$ cat config.mk
export PLATFORM = sky130hd
export DESIGN_NAME = demux1to8_bank
export DESIGN_NICKNAME = d
export VERILOG_FILES = /design/src/rtl/demux1to8_bank.sv
export SDC_FILE = /design/constraint.sdc
export NUM_CORES = 2
export LEC_CHECK = 0
export BUFFER_PORTS_ARGS = -buffer_cell sky130_fd_sc_hd__buf_2
export CORE_AREA = 3 3 456 458
export CTS_BUF_LIST = sky130_fd_sc_hd__clkbuf_8
export DETAILED_ROUTE_END_ITERATION = 8
export DIE_AREA = 0 0 459 461
export PLACE_DENSITY_LB_ADDON = 0.05
export SLEW_MARGIN = 20
export SYNTH_ARGS = -nofsm -noshare
export SYNTH_HDL_FRONTEND = slang
export SYNTH_SLANG_ARGS = --single-unit
$ cat constraint.sdc
create_clock -name clk -period 33.7 [get_ports clk]
set_clock_uncertainty 0.2 [all_clocks]
set_input_delay 5.055 -clock clk [delete_from_list [all_inputs] [get_ports clk]]
set_output_delay 5.055 -clock clk [all_outputs]
set_load 0.02 [all_outputs]
$ cat src/rtl/demux1to8_bank.sv
// Registered 1-to-8 demultiplexer bank: steers each accepted word into one of eight
// holding slots chosen by opsel or by a wrap-around sequential pointer.
module demux1to8_bank #(
   parameter int WIDTH = 128
) (
   input  logic                 clk,
   input  logic                 rst,
   input  logic [WIDTH-1:0]     in_data,
   input  logic                 in_valid,
   output logic                 in_ready,
   input  logic [2:0]           opsel,
   input  logic                 seq_mode,
   output logic [8*WIDTH-1:0]   out_bus,
   output logic [7:0]           out_valid,
   input  logic [7:0]           out_ack,
   output logic [2:0]           ptr,
   output logic                 frame_done,
   output logic                 all_full
);

   localparam int NSLOT = 8;

   logic [2:0]       ptr_q, ptr_d;
   logic [2:0]       tgt;
   logic [NSLOT-1:0] valid_q, valid_d;
   logic [NSLOT-1:0] wr_sel;
   logic             frame_q, frame_d;
   logic             accept;

   // Ready is purely combinational so a slot acked this cycle can be refilled this cycle.
   assign tgt      = seq_mode ? ptr_q : opsel;
   assign in_ready = !rst && (!valid_q[tgt] || out_ack[tgt]);
   assign accept   = in_valid && in_ready;

   always_comb begin
      wr_sel = '0;
      if (accept) begin
         wr_sel[tgt] = 1'b1;
      end
   end

   generate
      for (genvar gi = 0; gi < NSLOT; gi++) begin : g_slot
         logic [WIDTH-1:0] data_q;

         // A write to the slot overrides a same-cycle ack.
         assign valid_d[gi] = wr_sel[gi] | (valid_q[gi] & ~out_ack[gi]);

         always_ff @(posedge clk or posedge rst) begin
            if (rst) begin
               data_q <= '0;
            end else if (wr_sel[gi]) begin
               data_q <= in_data;
            end
         end

         assign out_bus[gi*WIDTH +: WIDTH] = data_q;
      end
   endgenerate

   always_comb begin
      ptr_d   = ptr_q;
      frame_d = 1'b0;
      if (accept && seq_mode) begin
         ptr_d   = ptr_q + 3'd1;
         frame_d = (ptr_q == 3'd7);
      end
   end

   always_ff @(posedge clk or posedge rst) begin
      if (rst) begin
         valid_q <= '0;
         ptr_q   <= '0;
         frame_q <= 1'b0;
      end else begin
         valid_q <= valid_d;
         ptr_q   <= ptr_d;
         frame_q <= frame_d;
      end
   end

   assign out_valid  = valid_q;
   assign ptr        = ptr_q;
   assign frame_done = frame_q;
   assign all_full   = &valid_q;

endmodule

==> qor.yml <==
floorplan:
  coreArea_sq_um: 204000
  die_x_um: 459
  start_util_pct: 19.3
  dieArea_sq_um: 212000
  die_y_um: 461
  rows: 166
  pin_count: 1181
finish:
  layout.nets: 3709
  layout-drive-gt1-share_pct: 68.2
  final_cells: 6408
  n_fill_cell: 21700
  areaGrowthSynthToFinish_pct: 31.9
  final_common_cell: "buf_2"
  mostFrequentLayoutCells: "buf_2 (1180), dfrtp_1 (1036), mux2_2 (929)"
  multi_input_comb_area_sq_um: 12500
  seqCellArea_sq_um: 25900
route:
  viasPerCell: 3.93
  route.detailed.drc: 0
  ant_nets: 0
  wl_met2_um: 83000
  drt-initial-drc-count: 791
  dr_wl_met3_um: 19900
  met1_length_um: 66700
  first_pass_iters: 4
  routed_wl_um: 177000
  highest_layer: "met5"
  vias: 25200
  wl_per_cell_um: 27.6
synth:
  synth.distinct_cells: 30
  syn_area_per_cell_sq_um: 17.5
  synth_edf_count: 0
  ys_async_sr_fraction_pct: 100
  postSynthNetCount: 2396
  synth_flop_cell: "dfrtp_1"
  ys_seq_elements: 1036
  ys_warn_count: 0
  syn_area_sq_um: 39400
  seq_area_frac_synth_pct: 65.8
  syn_inst: 2251
placement:
  numPortBuffers: 1180
  hpwl_um: 126000
  place_inst: 6045
  gp_congestion: 0.766
clock_tree:
  numCtsBuffers: 205
  ctsResizeCount: 0
  cts_setup_buffers: 0
  clock-sinks: 1036
  htree_levels: 4
  cts_root_buffer: "clkbuf_8"
  clk_transition_reported_paths_ps: 50
  clk_latency_ps: 920
  cts_tree: "built"
  hold_buffers: 0
  cts.path.max_buffers: 3
timing:
  fmax_mhz: 81.4
  rsz0062_at_grt: "false"
  post-route-period-util_pct: 36.4
  slew_headroom_pct: 32.2
  finalMaxSlewViolations: 0
  setup_viol: 0
  hold-worst-slack_ps: 295
  worst_pin_slew_ps: 1020
  hold_violations: 0
  setup_tns_ps: 0
  period_minus_slack_ps: 12280
worst_setup_path:
  cp.required_ps: 28440
  arrival_ps: 7020
  startpoint_type: "input pin"
  crit_fanout: 9
  endpoint_kind: "output port"
  critPathKind: "input pin to output port"
global_routing:
  grt.overflow.total: 0
  grt_antenna_before_repair: 31
  grt_pass1_vias: 26900
  grt_pass1_wl_um: 240000
  grt_usage_pct: 16.3
  grt_max_degree: 157
power_and_ir_drop:
  total_power_uw: 5840
  ir_drop_mv: 0.0408
  p_per_area_nw_per_um2: 112
  p_leak_uw: 0.0259
status:
  status: "finished, final reports clean"
hold_path:
  hp-class: "flop to flop"
job:
  max_cap_violations: 0
[flip-flops by register name, summed over array words and instances, names as in the netlist]
name / count
frame_done: 1
ptr: 3
out_valid: 8
g_slot.data_q: 1024
[power by group]
group / total (uW) / switching, uW / internal, uW
logic: 2480 / 1590 / 890
registers: 2100 / 275 / 1830
clock network: 1250 / 587 / 663
total: 5840 / 2450 / 3380
[per-layer routing]
| layer | GRT usage [%] | vias up |
|---|---|---|
| li1 | - | 10700 |
| met1 | 17.9 | 13100 |
| met2 | 26.6 | 1003 |
| met3 | 8.49 | 318 |
| met4 | 6.16 | 26 |
| met5 | 0 | - |
[synth_stat cells, types with 2 or more instances]
library cell  count  area (sq um)
nor2_1            9          33.8
buf_4            13          97.6
mux2_2          929         10500
mux2_4          101          1520
inv_1            10          37.5
ha_1              2          25.0
buf_2            47           235
mux2i_1           7          70.1
buf_12           11           220
a311oi_2          2          30.0
nand4_1           2          12.5
buf_6            43           484
o21ai_0           7          35.0
dfrtp_1        1036         25900
nand2_1          17          63.8
[worst max-delay path, cell delays in order]
cell     delay [ps]
buf_2           200
mux2_1          560
mux2i_1         220
mux4_2          500
o31ai_1         130
and2_1          180
buf_2           160
[cell type report]
cell class | count | share of cell area (%)
sequential | 1036 | 49.9
antenna | 9 | 0.0433
clock inverter | 108 | 1.04
tap | 2688 | 6.47
inverter | 10 | 0.0794
multi-input combinational | 1091 | 24.0
timing repair buffer | 1220 | 12.0
clock buffer | 246 | 6.51
[logic make-up after synthesis]
group,count (synthesis),synth area share [%]
multiplexers,1040,30.7
flip-flops,1036,65.8
buffers and inverters,124,2.73
AND/OR/NAND/NOR,33,0.384
AO/OA/AOI/OAI,15,0.324
adder cells (fa/ha/maj),2,0.0635
XOR/XNOR,1,0.0222
[final timing paths]
check / start / end / slack, ps / cells past startpoint
min: g_slot[2].data_q[91] / g_slot[2].data_q[91] / 300 / 1
max in group asynchronous: rst / g_slot[0].data_q[33] / 25770 / 6
min reg2reg: g_slot[2].data_q[91] / g_slot[2].data_q[91] / 300 / 1
min in group asynchronous: rst / g_slot[5].data_q[123] / 4120 / 2
max reg2reg: ptr[0] / g_slot[0].data_q[93] / 29100 / 8
max: seq_mode / in_ready / 21420 / 7
[metrics by stage]
stage	setup WS, ps	cell area, sq um	util (%)
2_1_floorplan	6780	39400	-
3_3_place_gp	21420	48000	23.5
3_5_place_dp	21420	48000	23.5
4_1_cts	21410	52000	25.4
5_1_grt	21380	52000	25.4
6_report	21420	52000	25.4
(Power assumes the default switching activity.)
